<file path="src/rtl/qlearn_action_scheduler.sv">
// Epsilon-greedy action scheduler for a pipelined Q-learning update engine.
// It tracks in-flight Q-table rows to avoid read-after-write hazards and paces a run to max_steps issues.
module qlearn_action_scheduler #(
    parameter int          PIPE_DEPTH = 4,
    parameter logic [15:0] LFSR_SEED  = 16'hACE1
) (
    input  logic        clk,
    input  logic        rst,
    input  logic        start,
    input  logic        cfg_we,
    input  logic [1:0]  cfg_addr,
    input  logic [31:0] cfg_wdata,
    input  logic [15:0] state_in,
    input  logic [2:0]  greedy_act,
    input  logic        issue_ready,
    input  logic        wb_valid,
    output logic [31:0] alpha,
    output logic [31:0] gamma,
    output logic        issue_valid,
    output logic [2:0]  action,
    output logic [15:0] issue_state,
    output logic [31:0] step_cnt,
    output logic        busy,
    output logic        done,
    output logic        err
);

    localparam int PTR_W = (PIPE_DEPTH > 1) ? $clog2(PIPE_DEPTH) : 1;
    localparam int OCC_W = $clog2(PIPE_DEPTH + 1);
    localparam logic [OCC_W-1:0] OCC_FULL = OCC_W'(PIPE_DEPTH);
    localparam logic [PTR_W-1:0] PTR_LAST = PTR_W'(PIPE_DEPTH - 1);

    localparam logic [1:0] ST_IDLE  = 2'd0;
    localparam logic [1:0] ST_RUN   = 2'd1;
    localparam logic [1:0] ST_DRAIN = 2'd2;
    localparam logic [1:0] ST_DONE  = 2'd3;

    localparam logic [31:0] RST_RATE      = 32'h3DCCCCCD;
    localparam logic [15:0] RST_EPSILON   = 16'h1999;
    localparam logic [31:0] RST_MAX_STEPS = 32'd1000;
    localparam logic [31:0] STEP_SAT      = 32'hFFFFFFFF;

    logic [1:0]            state_r;
    logic [1:0]            state_nxt_s;
    logic [31:0]           alpha_r;
    logic [31:0]           gamma_r;
    logic [15:0]           epsilon_r;
    logic [31:0]           max_steps_r;
    logic [31:0]           step_cnt_r;
    logic [31:0]           step_inc_s;
    logic [15:0]           lfsr_r;
    logic                  err_r;
    logic [OCC_W-1:0]      occ_r;
    logic [PTR_W-1:0]      wr_ptr_r;
    logic [PTR_W-1:0]      rd_ptr_r;
    logic [15:0]           fifo_mem_r [PIPE_DEPTH];
    logic [PIPE_DEPTH-1:0] fifo_vld_r;
    logic                  hazard_s;
    logic                  issue_ok_s;
    logic                  accept_s;
    logic                  pop_s;
    logic                  wb_err_s;

    // Fibonacci LFSR, taps 16/14/13/11, shifting towards the MSB.
    function automatic logic [15:0] lfsr_next(input logic [15:0] v);
        return {v[14:0], v[15] ^ v[13] ^ v[12] ^ v[10]};
    endfunction

    function automatic logic [PTR_W-1:0] ptr_inc(input logic [PTR_W-1:0] p);
        return (p == PTR_LAST) ? '0 : p + PTR_W'(1);
    endfunction

    // Hazard: the offered row matches any live entry, including one retiring now.
    always_comb begin
        hazard_s = 1'b0;
        for (int i = 0; i < PIPE_DEPTH; i++) begin
            hazard_s = hazard_s | (fifo_vld_r[i] & (fifo_mem_r[i] == state_in));
        end
    end

    assign issue_ok_s  = (state_r == ST_RUN) && !hazard_s && (occ_r < OCC_FULL)
                         && (step_cnt_r < max_steps_r);
    assign accept_s    = issue_ok_s & issue_ready;
    assign pop_s       = wb_valid & (occ_r != '0);
    assign wb_err_s    = wb_valid & (occ_r == '0);
    assign step_inc_s  = (step_cnt_r == STEP_SAT) ? step_cnt_r : step_cnt_r + 32'd1;

    assign issue_valid = issue_ok_s;
    assign action      = (lfsr_r < epsilon_r) ? lfsr_r[15:13] : greedy_act;
    assign issue_state = state_in;
    assign alpha       = alpha_r;
    assign gamma       = gamma_r;
    assign step_cnt    = step_cnt_r;
    assign err         = err_r;
    assign busy        = (state_r == ST_RUN) || (state_r == ST_DRAIN);
    assign done        = (state_r == ST_DONE);

    // Run sequencing; max_steps of zero leaves RUN without issuing.
    always_comb begin
        state_nxt_s = state_r;
        case (state_r)
            ST_IDLE: begin
                if (start) state_nxt_s = ST_RUN;
                else       state_nxt_s = ST_IDLE;
            end
            ST_RUN: begin
                if (accept_s && (step_inc_s == max_steps_r)) state_nxt_s = ST_DRAIN;
                else if (step_cnt_r >= max_steps_r)          state_nxt_s = ST_DRAIN;
                else                                         state_nxt_s = ST_RUN;
            end
            ST_DRAIN: begin
                if (occ_r == '0) state_nxt_s = ST_DONE;
                else             state_nxt_s = ST_DRAIN;
            end
            ST_DONE:  state_nxt_s = ST_IDLE;
            default:  state_nxt_s = ST_IDLE;
        endcase
    end

    // Control state, configuration, step counter, LFSR and sticky error.
    always_ff @(posedge clk) begin
        if (rst) begin
            state_r     <= ST_IDLE;
            alpha_r     <= RST_RATE;
            gamma_r     <= RST_RATE;
            epsilon_r   <= RST_EPSILON;
            max_steps_r <= RST_MAX_STEPS;
            step_cnt_r  <= 32'd0;
            lfsr_r      <= LFSR_SEED;
            err_r       <= 1'b0;
        end else begin
            state_r <= state_nxt_s;
            if ((state_r == ST_IDLE) && start) step_cnt_r <= 32'd0;
            else if (accept_s)                 step_cnt_r <= step_inc_s;
            if ((state_r == ST_IDLE) && cfg_we) begin
                case (cfg_addr)
                    2'd0:    alpha_r     <= cfg_wdata;
                    2'd1:    gamma_r     <= cfg_wdata;
                    2'd2:    epsilon_r   <= cfg_wdata[15:0];
                    2'd3:    max_steps_r <= cfg_wdata;
                    default: max_steps_r <= max_steps_r;
                endcase
            end
            if (accept_s) lfsr_r <= lfsr_next(lfsr_r);
            if (wb_err_s) err_r  <= 1'b1;
        end
    end

    // In-flight FIFO bookkeeping: pointers, occupancy and per-slot valid bits.
    always_ff @(posedge clk) begin
        if (rst) begin
            wr_ptr_r   <= '0;
            rd_ptr_r   <= '0;
            occ_r      <= '0;
            fifo_vld_r <= '0;
        end else begin
            if (pop_s) begin
                fifo_vld_r[rd_ptr_r] <= 1'b0;
                rd_ptr_r             <= ptr_inc(rd_ptr_r);
            end
            if (accept_s) begin
                fifo_vld_r[wr_ptr_r] <= 1'b1;
                wr_ptr_r             <= ptr_inc(wr_ptr_r);
            end
            case ({accept_s, pop_s})
                2'b10:   occ_r <= occ_r + OCC_W'(1);
                2'b01:   occ_r <= occ_r - OCC_W'(1);
                default: occ_r <= occ_r;
            endcase
        end
    end

    // FIFO payload; only meaningful where the matching valid bit is set.
    always_ff @(posedge clk) begin
        if (accept_s) fifo_mem_r[wr_ptr_r] <= state_in;
    end

endmodule

</file>
<file path="config.mk">
export PLATFORM = sky130hd
export DESIGN_NAME = qlearn_action_scheduler
export DESIGN_NICKNAME = d
export VERILOG_FILES = /design/src/rtl/qlearn_action_scheduler.sv
export SDC_FILE = /design/constraint.sdc
export NUM_CORES = 1
export LEC_CHECK = 0
export CELL_PAD_IN_SITES_DETAIL_PLACEMENT = 1
export CELL_PAD_IN_SITES_GLOBAL_PLACEMENT = 1
export CORE_ASPECT_RATIO = 1.1
export CORE_MARGIN = 2
export CORE_UTILIZATION = 45
export DETAILED_ROUTE_END_ITERATION = 10
export PLACE_DENSITY = 0.92
export SYNTH_ARGS = -nofsm -noshare
export SYNTH_HDL_FRONTEND = slang
export SYNTH_SLANG_ARGS = --single-unit
</file>
<file path="constraint.sdc">
create_clock -name clk -period 6.5 [get_ports clk]
set_clock_uncertainty 0.2 [all_clocks]
set_input_delay 1.95 -clock clk [delete_from_list [all_inputs] [get_ports clk]]
set_output_delay 1.95 -clock clk [all_outputs]
set_load 0.01 [all_outputs]
</file>
# --- After elaboration in Yosys (flattened, before gate mapping) ---
# Memories as Yosys holds them, arrays and structs flattened.
# Cells that the tools add are included.
# W data, S select, Z words.
totals:
  mem_count: 1
  register_bits: 174
  mem_bits_rw: 64
  output_inout_bits: 119
  elab_cells: 97
memory_table:
  columns: ["memory", "depth", "word_bits", "rd", "rd_clocked_by_memory_dff", "write_ports", "line_no", "source"]
  rows:
  - ["fifo_mem_r", 4, 16, 4, 0, 1, "56", "logic [15:0] fifo_mem_r [PIPE_DEPTH];"]
classes:
  n_bitwise: 16
  n_mux: 19
  n_eq_ne: 16
  add_sub_neg: 5
  n_lt_le_gt_ge: 8
  n_reduce_logical: 20
ops:
  columns: ["cell", "n"]
  rows:
  - ["$eq A16 B16 Y1", 4]
  - ["$add A32 B1 Y32 const B", 1]
  - ["$eq A32 B32 Y1", 1]
  - ["$eq A32 B32 Y1 const B", 1]
  - ["$ge A32 B32 Y1", 1]
  - ["$lt A32 B32 Y1", 1]
  - ["$mux W32", 1]
  - ["$lt A16 B16 Y1", 1]
  - ["$eq A2 B2 Y1 const B", 7]
  - ["$mux W4", 3]
  - ["$logic_and A1 B1 Y1", 8]
  - ["$mux W2", 4]
  - ["$pmux W2 S4", 1]
  - ["$reduce_and A2 Y1", 4]
  - ["$and A1 B1 Y1", 7]
  - ["$eq A2 B1 Y1 const B", 3]
  - ["$lt A2 B3 Y1 const B", 2]
  - ["$mux W1", 6]
  - ["$pmux W3 S2", 1]
  - ["$add A2 B1 Y2 const B", 2]
  - ["$and A4 B4 Y4", 1]
  - ["$demux W1 S2", 2]
  - ["$ge A2 B1 Y1 const B", 2]
  - ["$logic_not A2 Y1", 2]
  - ["other kinds (14)", 18]

# --- Logic depth before layout (Yosys ltp) ---
# An unclocked memory read counts as a cell.
logic_depth:
  word_depth: 14
  ltp_mapped: 16
  ltp_nobuf: 14

# --- Worst setup path before layout ---
# OpenSTA, ideal clock, no wires.
synth_timing:
  path_kind: "input to output"
  start: "in state_in[0]"
  end: "out issue_valid"
  t_arrival_ns: 2.984
  required_ns: 4.350
  cell_stages: 7
  setup_slack_ns: 1.366
  cell_sequence: "xor2_1 nor4_1 nand4_1 o22ai_1 nor4_1 and2_1 clkbuf_1"
synth_via:
  elab_chain_cells: 9
  word_cells_on_any_way: 15
  classes_between: "eq/ne (4); bitwise (7); reduce/logical (4)"
synth_lines:
  columns: ["item", "line_no", "source"]
  rows:
  - ["start: declaration", "13", "input logic [15:0] state_in,"]
  - ["$eq A16 B16 Y1", "77", "hazard_s = hazard_s | (fifo_vld_r[i] & (fifo_mem_r[i] == state_in));"]
  - ["$and A1 B1 Y1", "77", null]
  - ["$or A1 B1 Y1 (2 in series)", "77", null]
  - ["$or A1 B1 Y1 (*)", "77", null]
  - ["$logic_not A1 Y1 (*)", "81", "assign issue_ok_s = (state_r == ST_RUN) && !hazard_s && (occ_r < OCC_FULL)"]
  - ["$logic_and A1 B1 Y1 (*) (2 in series)", "81", null]
  - ["$logic_and A1 B1 Y1 (*)", "82", "&& (step_cnt_r < max_steps_r);"]
  - ["end: declaration", "19", "output logic issue_valid,"]
# Mark *: on every way between the ends. The rest lies on a longest branch, timed or not.

# --- Worst setup path after layout ---
# Ends and elaborated chain as after synthesis.

==> flow_summary.rst <==
.. list-table::
   :header-rows: 1

   * - Metric
     - Value
   * - Cell type with the largest total area after synthesis
     - dfxtp_1
   * - Final antenna diode count
     - 0
   * - Total via count after detailed routing
     - 10.4k
   * - Finish-stage setup viols
     - 0
   * - Number of warnings issued by yosys
     - 0
   * - CTS tree
     - yes
   * - Insertion delay to the later sink of the worst-skew pair
     - 540 ps
   * - Final Routed Wirelength
     - 39500 um
   * - Final design area excluding fillers
     - 15000 um^2
   * - Most used DFF post-synth
     - dfxtp_1
   * - Synth-to-Final Area Change
     - 26.0%
   * - Minimum clock period after layout
     - 6370 ps
   * - Core outline area
     - 26100 um^2
   * - Power density cells
     - 242 nW/um^2
   * - Die Ht
     - 175 um
   * - Hold Path Class
     - register to register
   * - Wire length on met2
     - 19400 um
   * - Maximum number of pins on one net before global-route repair
     - 91
   * - Post-route DRC
     - 0
   * - Post-detail-place hpwl
     - 27500 um
   * - Quantity of hold-fixing buffers added after cts
     - 0
   * - Initial core utilization
     - 0.458
   * - Clock sinks
     - 238
   * - Routed metal-1 wirelength
     - 15700 um
   * - First-pass iteration count of the detailed router
     - 4
   * - Worst setup EP type
     - output port
   * - Depth of the most critical reg-to-reg path
     - 10
   * - Clock tree root buffer cell
     - clkbuf_16
   * - Die width
     - 159 um
   * - Setup slack after layout
     - 129 ps
   * - Clock-pin slew reported for the worst setup and hold paths after clock tree synthesis
     - 60 ps
   * - Pins Over Slew Limit
     - 0
   * - Number of top-level design ports
     - 178
   * - Worst Path Arrival
     - 4220 ps
   * - Maximum achievable frequency
     - 0.157 GHz
   * - Lkg Pwr
     - 5.78 nW
   * - Full die area
     - 27800 um^2
   * - Library cells used by synthesis
     - 67
   * - Max H-tree Level
     - 1
   * - Standard-cell row count
     - 62
   * - Number of antenna violations at the first check in global routing
     - 0
   * - Worst Setup Slack post-DPL
     - -107 ps
   * - Critical Path Fanout Max
     - 6
   * - Number of buffers added for setup after CTS
     - 0
   * - Final-stage net count
     - 1600
   * - Worst VDD drop
     - 0.211 mV
   * - Average cell area after synthesis
     - 9.06 um^2
   * - Unrepaired setup endpoints after global routing
     - no
   * - Via count of the first global-routing pass
     - 11.2k
   * - Ratio of routed vias to standard cells
     - 5.64
   * - Final GP Congestion
     - 0.871
   * - Max_slew headroom
     - 0.182
   * - Final count of hold timing violations
     - 0
   * - Total length of routed met3 wires
     - 2970 um
   * - Number of buffers on the longest clock path
     - 3
   * - Data required time at the worst endpoint
     - 4350 ps
   * - Layout fillers
     - 2991
   * - Routed Antenna Nets
     - 0
   * - Number of enable-type register cells in the synthesized netlist
     - 64
   * - Worst-margin pin slew
     - 1230 ps
   * - Mapped cell area
     - 11900 um^2
   * - Final standard cell utilization of the core
     - 0.577
   * - Instance count along the most critical hold path
     - 2
   * - Crit path launch type
     - primary input
   * - PortBufs
     - 177
   * - Max Used Layer
     - met4
   * - FF-to-FF setup slack
     - 2150 ps
   * - Sequential fraction of the synthesis area
     - 0.453
   * - Post-route fraction of the period consumed by the critical path
     - 0.980
   * - Number of register bits inferred by synthesis
     - 238
   * - Final routed wire length divided by cell count
     - 21.3 um
   * - GRT Resource Usage Total
     - 0.279
   * - Violation count after the first detailed-routing iteration
     - 464
   * - Cell types with the largest area share after synthesis
     - dfxtp_1 29%, edfxtp_1 16%, nand2_1 7.5%
   * - Fraction of final layout cells sized beyond drive strength 1
     - 0.0720
   * - Outcome
     - finished, final reports clean
   * - Worst Setup Path Type
     - primary input to output port
   * - GR Overflow Total
     - 0
   * - Post-synthesis net count
     - 1440
   * - Cts bufs inserted
     - 27
   * - Post-synth top area share
     - 0.292
   * - Async set-or-reset flop fraction in the synthesized netlist
     - 0
   * - Synthesized instance count
     - 1318
   * - Final cell count without fillers
     - 1851
   * - Number of placed cells counting well taps
     - 1801
   * - Global-route wire length before repair
     - 62200 um
   * - Placed standard-cell area
     - 14000 um^2
   * - Max Cap Violations
     - 0
power breakdown:
group	switching (mW)	internal (mW)	total, mW
Sequential	0.0470	1.58	1.62
Clock	0.630	0.948	1.58
Combinational	0.253	0.194	0.448
Total	0.930	2.72	3.65
worst max-delay path, stage by stage:
cell	delay (ps)
dlygate4sd2_1	430
xor2_1	330
nor4_2	110
nand4_1	120
o22ai_1	100
nor4_1	310
buf_4	180
and2_1	150
clkdlybuf4s50_1	550
cells in the final DEF (no fill, tap or decap), types with 4 or more instances in the layout:
cell type | Yosys | final
nor4_2 | 1 | 9
or3_1 | 18 | 18
xnor2_1 | 55 | 55
dlygate4sd2_1 | 0 | 6
nand3b_1 | 37 | 37
edfxtp_1 | 64 | 64
nor4_1 | 22 | 14
clkinv_2 | 0 | 4
o21ai_0 | 24 | 24
nand3_1 | 21 | 20
nor2b_1 | 6 | 6
dlymetal6s2s_1 | 0 | 9
or4_1 | 4 | 4
dfxtp_1 | 174 | 174
or2_2 | 4 | 4
a21o_1 | 11 | 11
and3_1 | 16 | 16
clkbuf_16 | 0 | 27
nand2_1 | 240 | 240
buf_4 | 16 | 31
clkbuf_8 | 0 | 5
nor2_1 | 86 | 85
nand4b_1 | 4 | 4
clkdlybuf4s50_1 | 0 | 161
xor2_1 | 80 | 78
clkbuf_1 | 55 | 4
nor3_1 | 27 | 25
a211o_1 | 21 | 21
a21oi_1 | 100 | 100
o211ai_1 | 8 | 8
nand4_1 | 20 | 20
ha_1 | 62 | 62
mux2i_1 | 13 | 13
inv_1 | 65 | 65
routing by layer:
metal,vias up,GRT usage
met2,377,0.488
met1,5138,0.331
li1,4839,-
met5,-,0
met4,0,0.106
met3,89,0.0691
synth_stat cells, types with 2 or more instances:
master and count:
buf_2 4, nor3b_1 2, a21o_1 11, or2_2 4
clkbuf_1 55, nor4b_1 2, nand2_1 240, nand4b_1 4
buf_4 16, or4_1 4, a221oi_1 3, o211ai_1 8
mux2i_1 13, and2_1 3, or3b_2 2, xor2_1 80
and4_1 2, a2111oi_0 2, nor2_1 86, inv_1 65
o32ai_1 2, o31a_1 3, and3_1 16, o22ai_1 3
o311ai_1 2, xnor2_1 55, a21oi_1 100, nor4_1 22
a22oi_1 3, ha_1 62, nand3b_1 37, a211o_1 21
nand2b_1 2, or3_1 18, nor3_1 27, a211oi_1 3
dfxtp_1 174, or4_4 2, edfxtp_1 64, o21ai_0 24
nor2b_1 6, o21a_1 2, nand3_1 21, nand4_1 20
layout make-up:
cell class | count | area, um^2 | area share
inverter | 65 | 244 | 0.0162
sequential | 238 | 5410 | 0.359
timing repair buffer | 208 | 2020 | 0.134
multi-input combinational | 938 | 6020 | 0.400
clock inverter | 12 | 148 | 0.00981
clock buffer | 38 | 772 | 0.0513
tap | 352 | 440 | 0.0293
stage by stage:
| stage | hold slack, ps | TNS (ps) | power (mW) |
|---|---|---|---|
| after floorplan | 236 | 0 | 1.88 |
| after global placement | 241 | 0 | 2.05 |
| after detailed placement | 250 | -107 | 2.09 |
| after CTS | 258 | 0 | 3.66 |
| after global routing | 283 | 0 | 3.78 |
| final | 255 | 0 | 3.65 |
flip-flops by register name, indices dropped and copies added (netlist names), 3 cells and up, named ones only:
name	flops
fifo_vld_r	4
lfsr_r	16
occ_r	3
epsilon_r	16
gamma	32
step_cnt	32
alpha	32
max_steps_r	32
fifo_mem_r	64
timing repair:
action | in CTS | in global routing
pin swaps | 0 | 2
endpoints found under the setup margin | 1 | 1
gates cloned | 0 | 0
gates resized for setup | 13 | 13
hold endpoints to repair | 0 | 0
worst paths after layout:
path / start / endpoint
worst min register to register: epsilon_r[2] / epsilon_r[2]
worst max register to register: step_cnt[0] / state_r[0]
worst max-delay path: state_in[0] / issue_valid
worst min-delay path: epsilon_r[2] / epsilon_r[2]
kinds of logic (layout without fill, tap and decap cells):
group | after synthesis | in the layout | share of synthesized area
AOI/OAI and AO/OA | 199 | 199 | 0.105
xor gates and xnor gates | 135 | 135 | 0.0990
adders and majority gates | 63 | 63 | 0.0667
buffers and inverters | 142 | 323 | 0.0502
DFF | 238 | 238 | 0.453
muxes | 14 | 14 | 0.0118
and+or+nand+nor | 527 | 527 | 0.214
(Power assumes the default switching activity.)
